===== src/rtl/word_frame_sequencer.sv =====
// word_frame_sequencer
// Takes one clipped-word descriptor and splits the word's range in the circular
// sample buffer into overlapping analysis frames. Frames go to the feature
// extractor one at a time, and each frame must complete before the next one is
// issued. All outputs are registered.
module word_frame_sequencer #(
  parameter int BUF_DEPTH  = 1024,
  parameter int FRAME_LEN  = 256,
  parameter int HOP        = 128,
  parameter int MIN_LEN    = 64,
  parameter int MAX_FRAMES = 16
) (
  input  logic        iclk,
  input  logic        irstn,
  input  logic        irts,
  output logic        ortr,
  input  logic [31:0] istart_addr,
  input  logic [31:0] iend_addr,
  output logic        oframe_rts,
  input  logic        iframe_rtr,
  output logic [31:0] oframe_addr,
  output logic [15:0] oframe_len,
  output logic        oframe_last,
  input  logic        iframe_done,
  output logic        oword_done,
  output logic        oerr,
  output logic [7:0]  oframe_count,
  output logic        obusy
);

  localparam logic [31:0] ADDR_MASK   = 32'(BUF_DEPTH - 1);
  localparam logic [31:0] FRAME_LEN_W = 32'(FRAME_LEN);
  localparam logic [31:0] HOP_W       = 32'(HOP);
  localparam logic [31:0] MIN_LEN_W   = 32'(MIN_LEN);
  localparam logic [7:0]  LAST_K      = 8'(MAX_FRAMES - 1);

  typedef enum logic [1:0] {
    IDLE      = 2'd0,
    ISSUE     = 2'd1,
    WAIT_DONE = 2'd2,
    DONE      = 2'd3
  } state_t;

  state_t      state_r, state_nx_s;
  logic        ortr_r, ortr_nx_s;
  logic        rts_r, rts_nx_s;
  logic [31:0] addr_r, addr_nx_s;
  logic [15:0] len_r, len_nx_s;
  logic        last_r, last_nx_s;
  logic        word_done_r, word_done_nx_s;
  logic        err_r, err_nx_s;
  logic [7:0]  count_r, count_nx_s;
  logic        busy_r, busy_nx_s;
  logic [31:0] rem_r, rem_nx_s;   // samples remaining from the current frame start
  logic [7:0]  k_r, k_nx_s;       // index of the current frame within the word

  logic        accept_s;
  logic        short_s;
  logic [31:0] word_len_s;
  logic [31:0] adv_rem_s;
  logic [31:0] adv_addr_s;
  logic [7:0]  adv_k_s;

  // A frame is FRAME_LEN samples long unless the word ends sooner.
  function automatic logic [15:0] frame_len_f(input logic [31:0] rem);
    frame_len_f = (rem < FRAME_LEN_W) ? rem[15:0] : FRAME_LEN_W[15:0];
  endfunction

  // A frame is the last one if it reaches the end of the word or the frame cap.
  function automatic logic frame_last_f(input logic [31:0] rem, input logic [7:0] k);
    frame_last_f = (rem <= FRAME_LEN_W) || (k == LAST_K);
  endfunction

  // Word length wraps modulo the buffer depth, so end < start is a legal word.
  assign word_len_s = ((iend_addr - istart_addr) & ADDR_MASK) + 32'd1;
  assign short_s    = (word_len_s < MIN_LEN_W);
  assign accept_s   = (state_r == IDLE) && irts && ortr_r;
  assign adv_rem_s  = rem_r - HOP_W;
  assign adv_addr_s = (addr_r + HOP_W) & ADDR_MASK;
  assign adv_k_s    = k_r + 8'd1;

  assign ortr         = ortr_r;
  assign oframe_rts   = rts_r;
  assign oframe_addr  = addr_r;
  assign oframe_len   = len_r;
  assign oframe_last  = last_r;
  assign oword_done   = word_done_r;
  assign oerr         = err_r;
  assign oframe_count = count_r;
  assign obusy        = busy_r;

  // State register.
  always_ff @(posedge iclk or negedge irstn) begin
    if (!irstn) begin
      state_r <= IDLE;
    end else begin
      state_r <= state_nx_s;
    end
  end

  // Next-state logic: accept, issue, wait for completion, finish.
  always_comb begin
    state_nx_s = state_r;
    case (state_r)
      IDLE:      state_nx_s = (accept_s && !short_s) ? ISSUE : IDLE;
      ISSUE:     state_nx_s = iframe_rtr ? WAIT_DONE : ISSUE;
      WAIT_DONE: begin
        if (iframe_done) begin
          state_nx_s = last_r ? DONE : ISSUE;
        end else begin
          state_nx_s = WAIT_DONE;
        end
      end
      DONE:      state_nx_s = IDLE;
      default:   state_nx_s = IDLE;
    endcase
  end

  // Next values of the output and payload registers; the payload advances
  // incrementally by HOP after each completed non-final frame.
  always_comb begin
    ortr_nx_s      = (state_nx_s == IDLE);
    rts_nx_s       = (state_nx_s == ISSUE);
    busy_nx_s      = (state_nx_s != IDLE);
    word_done_nx_s = (state_nx_s == DONE);
    err_nx_s       = 1'b0;
    addr_nx_s      = addr_r;
    len_nx_s       = len_r;
    last_nx_s      = last_r;
    count_nx_s     = count_r;
    rem_nx_s       = rem_r;
    k_nx_s         = k_r;
    case (state_r)
      IDLE: begin
        if (accept_s) begin
          count_nx_s = 8'd0;
          k_nx_s     = 8'd0;
          if (short_s) begin
            err_nx_s = 1'b1;
          end else begin
            addr_nx_s = istart_addr & ADDR_MASK;
            rem_nx_s  = word_len_s;
            len_nx_s  = frame_len_f(word_len_s);
            last_nx_s = frame_last_f(word_len_s, 8'd0);
          end
        end else begin
          err_nx_s = 1'b0;
        end
      end
      WAIT_DONE: begin
        if (iframe_done) begin
          count_nx_s = count_r + 8'd1;
          if (!last_r) begin
            addr_nx_s = adv_addr_s;
            rem_nx_s  = adv_rem_s;
            k_nx_s    = adv_k_s;
            len_nx_s  = frame_len_f(adv_rem_s);
            last_nx_s = frame_last_f(adv_rem_s, adv_k_s);
          end else begin
            k_nx_s = k_r;
          end
        end else begin
          count_nx_s = count_r;
        end
      end
      default: begin
        count_nx_s = count_r;
      end
    endcase
  end

  // Output and payload registers.
  always_ff @(posedge iclk or negedge irstn) begin
    if (!irstn) begin
      ortr_r      <= 1'b0;
      rts_r       <= 1'b0;
      addr_r      <= 32'd0;
      len_r       <= 16'd0;
      last_r      <= 1'b0;
      word_done_r <= 1'b0;
      err_r       <= 1'b0;
      count_r     <= 8'd0;
      busy_r      <= 1'b0;
      rem_r       <= 32'd0;
      k_r         <= 8'd0;
    end else begin
      ortr_r      <= ortr_nx_s;
      rts_r       <= rts_nx_s;
      addr_r      <= addr_nx_s;
      len_r       <= len_nx_s;
      last_r      <= last_nx_s;
      word_done_r <= word_done_nx_s;
      err_r       <= err_nx_s;
      count_r     <= count_nx_s;
      busy_r      <= busy_nx_s;
      rem_r       <= rem_nx_s;
      k_r         <= k_nx_s;
    end
  end

endmodule


===== config.mk =====
export PLATFORM = sky130hd
export DESIGN_NAME = word_frame_sequencer
export DESIGN_NICKNAME = d
export VERILOG_FILES = /design/src/rtl/word_frame_sequencer.sv
export SDC_FILE = /design/constraint.sdc
export NUM_CORES = 1
export LEC_CHECK = 0
export CAP_MARGIN = 40
export CORE_MARGIN = 2
export CORE_UTILIZATION = 25
export CTS_CLUSTER_DIAMETER = 150
export CTS_CLUSTER_SIZE = 10
export DETAILED_ROUTE_END_ITERATION = 6
export PLACE_DENSITY = 0.44
export SETUP_SLACK_MARGIN = 0.2
export SLEW_MARGIN = 40
export SYNTH_ARGS = -nofsm -noshare
export SYNTH_HDL_FRONTEND = slang
export SYNTH_SLANG_ARGS = --single-unit

===== constraint.sdc =====
create_clock -name iclk -period 7.3 [get_ports iclk]
set_input_delay 1.46 -clock iclk [delete_from_list [all_inputs] [get_ports iclk]]
set_output_delay 1.46 -clock iclk [all_outputs]
set_load 0.005 [all_outputs]

==> metrics.txt, run 1 <==
outcome complete, no violations; post-CTS sizing 0; TritonCTS clock tree yes; Overflow after GRT 0; Synth Register Bits 82; Mapped Area 0.00532 mm²; I/O pin count 131; initial antenna violation count 0; post-CTS setup buffers 0; Die W 150 µm; Final #Nets 726; pin slew with the least headroom to its limit 0.801 ns; worst hold slack 0.501 ns; Port Buffers 64; Worst Skew 0.00954 ns; pin count of the biggest net entering global routing 65; core area 0.0210 mm²; VDD IR-drop max 139 µV; First DRT Iteration DRCs 250; commonest non-fill, non-tap cell in the layout dfrtp_1; first-pass GRT wire length 23,500 µm; Total Routing Usage GR 13.1%; clk_lat worst skew 0.36 ns; hold crit path type flip-flop to flip-flop; gpl congestion 0.808; Syn Area/Cell 9.05 µm²; total power 2.23 mW; Ant. Diodes 0; DRT Pass-1 Iters 4; post-cts hold buffer count 0; layout cell share with drive strength beyond 1 10.2%; maximum fanout along the worst path 17; Slew Limit Fails 0; final setup fails 0; # rows 53; TNS Setup 0 ns; startpoint types input pin; Final HPWL DP 10,200 µm; Mapped Cells 588; top_reg_cell synth dfrtp_1; CP Data Arrival Time 5.58 ns; Area Growth Syn to Fin 21.7%; Vias 4,525; Worst EP required 7.54 ns; unrepaired setup endpoints after global routing no; WL final 14,100 µm; min cycle time layout 5.33 ns; Die Ht 150 µm; max cap viols 0; Crit. End Element flip-flop; clk slew on worst S/H paths 0.07 ns; WL/cell 15.3 µm; CTS sink cnt 82; DIE AREA 0.0225 mm²; CTS buffer count 9; vias in the first global route 4,517; PwrDens 345 mW/mm²; drt drc 0; Leak Pwr 2.70 nW; Routed Antenna Nets 0; final hold vios 0; YS warnings 0; Setup CP Type input pin to flip-flop; most frequent cells in the layout dfrtp_1, clkdlybuf4s50_1, nor2_1; Max Clk Rate 188 MHz; Slew HR 46.2%; Max Buffers Root-to-Sink 2; asr flop ratio synth 100%; sequential share of the synthesized area 38.6%; final worst path period share 73.0%; Root Buffer clkbuf_16; number of synthesized flops with an enable pin 0; via/cell ratio 4.91; Initial Utilization 25.4%; synth unique cells 78; CTS H-tree lvls 3
==> sequential cells by signal, summed over array words and instances (netlist names) <==
signal	flops
k_r	8
ortr	1
obusy	1
oframe_len	16
rem_r	32
oframe_last	1
state_r	2
oword_done	1
oframe_addr	10
oframe_rts	1
oerr	1
oframe_count	8
==> worst max-delay path: stages <==
cell	delay (ns)
clkdlybuf4s50_1	0.48
ha_1	0.17
inv_1	0.05
fa_1	0.40
a21o_1	0.22
a221oi_2	0.33
xor2_1	0.21
or3_1	0.36
o311a_1	0.35
a21o_1	0.32
a31oi_4	0.54
buf_4	0.34
mux2_2	0.35
==> area by class of cell <==
class | count | area [µm²]
Timing Repair Buffer | 70 | 687
Inverter | 29 | 109
Multi-Input combinational cell | 449 | 2970
Sequential cell | 82 | 2050
Tap cell | 275 | 344
Fill cell | 2255 | 14500
Clock inverter | 7 | 81.3
Clock buffer | 9 | 225
==> cells in the mapped netlist (6+ instances only) <==
| master | n | area share (%) |
|---|---|---|
| nor3_1 | 16 | 1.5 |
| nand3_1 | 20 | 1.9 |
| xnor2_1 | 12 | 2.0 |
| and3_1 | 11 | 1.3 |
| clkbuf_1 | 20 | 1.4 |
| or3_1 | 10 | 1.2 |
| xor2_1 | 11 | 1.8 |
| a31oi_1 | 27 | 3.2 |
| nor4_1 | 10 | 1.2 |
| a21oi_1 | 22 | 2.1 |
| dfrtp_1 | 82 | 39 |
| buf_4 | 23 | 3.2 |
| nor2b_1 | 11 | 1.3 |
| o21a_1 | 6 | 0.85 |
| nand2_1 | 43 | 3.0 |
| o31ai_1 | 6 | 0.85 |
| mux2_2 | 18 | 3.8 |
| nor2_1 | 52 | 3.7 |
| nand4_1 | 9 | 1.1 |
| inv_1 | 29 | 2.0 |
| ha_1 | 15 | 3.5 |
| o21ai_0 | 30 | 2.8 |
==> metrics by stage <==
step | setup WS (ns) | std cells | util [%] | area, µm²
2_1_floorplan | 2.66 | 609 | - | 5400
3_3_place_gp | 1.62 | 905 | 29.4 | 6150
3_5_place_dp | 1.59 | 905 | 29.4 | 6160
4_1_cts | 1.97 | 921 | 30.9 | 6470
5_1_grt | 1.78 | 921 | 30.9 | 6470
6_report | 1.97 | 921 | 30.9 | 6470
==> path summary, 6_finish.rpt <==
check / startpoint / end / slack (ns) / cells past startpoint
max reg2reg: rem_r[7] / oframe_len[8] / 3.42 / 10
min in group asynchronous: irstn / oframe_len[15] / 0.96 / 1
max in group asynchronous: irstn / rem_r[10] / 5.45 / 2
min reg2reg: oframe_len[10] / oframe_len[10] / 0.50 / 1
min: oframe_len[10] / oframe_len[10] / 0.50 / 1
max: istart_addr[0] / oframe_addr[8] / 1.97 / 13
==> kinds of logic after synthesis <==
logic type	share of synthesized area (%)
flip-flops	38.6
XOR/XNOR	3.79
AND/OR/NAND/NOR	20.7
multiplexers	5.60
buffers and inverters	7.38
other	0.0705
AO/OA/AOI/OAI	20.0
adder cells (fa/ha/maj)	3.90
==> power breakdown <==
group	total (mW)	switching [mW]	internal (mW)
Combinational	1.02	0.546	0.478
Clock	0.472	0.229	0.244
Sequential	0.738	0.147	0.590
Total	2.23	0.922	1.31
==> layer usage <==
layer	part of all wire (%)	GRT usage [%]	vias up
li1	-	-	2222
met4	1.6	5.57	0
met1	47	16.7	2209
met2	49	22.2	79
met3	2.4	1.74	15
met5	0	0	-
Note: power is estimated with default switching activity, not from simulation.
==> inputs of run 2 (changes only) <==
PLACE_DENSITY = 0.46   (was 0.44)
clock period = 4.4 ns   (was 7.3 ns; I/O delays follow)
==> metrics.txt, run 2 (same netlist as run 1, synthesis figures left out) <==
WL final 14,000 µm; Leak Pwr 2.83 nW; Die Ht 150 µm; Max Buffers Root-to-Sink 2; Overflow after GRT 0; final setup fails 0; pin slew with the least headroom to its limit 0.769 ns; vias in the first global route 4,480; TritonCTS clock tree yes; switch share 39.8%; largest register by flop count rem_r; CTS H-tree lvls 3; most frequent cells in the layout dfrtp_1, clkdlybuf4s50_1, nor2_1; DIE AREA 0.0225 mm²; min cycle time layout 4.05 ns; First DRT Iteration DRCs 222; Slew Limit Fails 0; Final HPWL DP 10,200 µm; Final #Nets 748; Initial Utilization 25.4%; clk_lat worst skew 0.36 ns; Vias 4,595; Setup CP Type input pin to flip-flop; Crit. Startpoint istart_addr[0]; Area Growth Syn to Fin 25.8%; VDD IR-drop max 283 µV; Seq pwr share 31.9%; startpoint types input pin; FF+latch area 0.00205 mm²; outcome complete, no violations; final worst path period share 92.1%; Total Routing Usage GR 13.1%; Crit. End Element flip-flop; Gate power share 46.5%; max cap viols 0; pre-CTS setup slack -0.229 ns; Switch Pwr 1.53 mW; Slew HR 48.7%; commonest non-fill, non-tap cell in the layout dfrtp_1; drt drc 0; DRT Pass-1 Iters 4; final hold vios 0; Die W 150 µm; via/cell ratio 4.87; Worst Min Path Start oframe_len[12]; initial antenna violation count 0; Largest register FFs 32; worst r2r src rem_r[7]; # rows 53; post-cts hold buffer count 0; Routed Antenna Nets 0; maximum fanout along the worst path 16; Final WS setup 0.348 ns; clk slew on worst S/H paths 0.07 ns; Root Buffer clkbuf_16; Pint 2.31 mW; gpl congestion 0.829; Fillers 2,205; first-pass GRT wire length 23,400 µm; pin count of the biggest net entering global routing 54; total power 3.83 mW; layout cell share with drive strength beyond 1 14.1%; WL/cell 14.9 µm; Port Buffers 64; CP Data Arrival Time 4.29 ns; CTS sink cnt 82; core area 0.0210 mm²; Multi-input gate area 0.00300 mm²; CTS buffer count 9; Max Clk Rate 247 MHz; fin util 31.9%; unrepaired setup endpoints after global routing yes; Worst EP required 4.64 ns; PwrDens 573 mW/mm²; Ant. Diodes 0; hold crit path type flip-flop to flip-flop; Worst Skew 0.00643 ns; TNS Setup 0 ns; I/O pin count 131; Clock power frac 21.6%
run 2: cell types whose count changed in the layout (fill, tap and decap cells not counted), sizes merged:
cell | before | now
inv | 32 | 33
bufinv | 0 | 1
buf | 7 | 29
clkinv | 4 | 2
run 2: layout make-up:
type / count / share of cell area (%)
sequential: 82 / 30.7
clock buffer: 9 / 3.36
multi-input combinational: 449 / 44.8
tap: 275 / 5.14
inverter: 29 / 1.63
clock inverter: 7 / 1.42
timing repair buffer: 92 / 13.0
run 2: per-layer routing:
| metal | global-route usage, % | wire [µm] | vias up |
|---|---|---|---|
| li1 | - | - | 2274 |
| met1 | 17.2 | 6530 | 2201 |
| met2 | 21.7 | 6780 | 96 |
| met3 | 2.13 | 430 | 24 |
| met4 | 4.43 | 263 | 0 |
| met5 | 0 | 0 | - |
run 2: power by group through the flow:
stage	Clock, mW	Sequential (mW)	Combinational, mW
3_5_place_dp	0	1.23	1.77
2_1_floorplan	0	1.18	1.15
6_report	0.828	1.22	1.79
5_1_grt	0.885	1.26	1.98
3_3_place_gp	0	1.23	1.76
4_1_cts	0.851	1.22	1.79
run 2: worst paths after layout:
path                                        to  slack [ns]  depth (start not counted)
worst max-delay path             oframe_len[7]        0.35                         13
worst min-delay path            oframe_len[12]        0.50                          1
worst max register to register   oframe_len[8]        0.88                         11
worst min register to register  oframe_len[12]        0.50                          1
max in group asynchronous               k_r[6]        2.94                          2
min in group asynchronous       oframe_len[14]        0.58                          1
run 2: through the flow:
| stage | instance area (µm²) | instances | hold slack (ns) |
|---|---|---|---|
| after global routing | 6690 | 943 | 0.519 |
| final | 6690 | 943 | 0.503 |
| after floorplan | 5400 | 609 | 0.466 |
| after global placement | 6320 | 926 | 0.484 |
| after CTS | 6650 | 943 | 0.506 |
| after detailed placement | 6330 | 926 | 0.484 |
run 2: critical path: stages:
cell	delay, ns
clkdlybuf4s50_1	0.48
ha_1	0.17
inv_1	0.05
fa_1	0.40
a21o_1	0.22
a221oi_2	0.29
xor2_1	0.15
or3_1	0.34
o311a_1	0.36
a21o_1	0.25
a31oi_4	0.18
buf_12	0.19
mux2_2	0.34
run 2: timing repair:
action	CTS	global route
resized for setup	0	8
endpoints found under the setup margin	9	40
buffers inserted	1	0
pin swaps	1	1
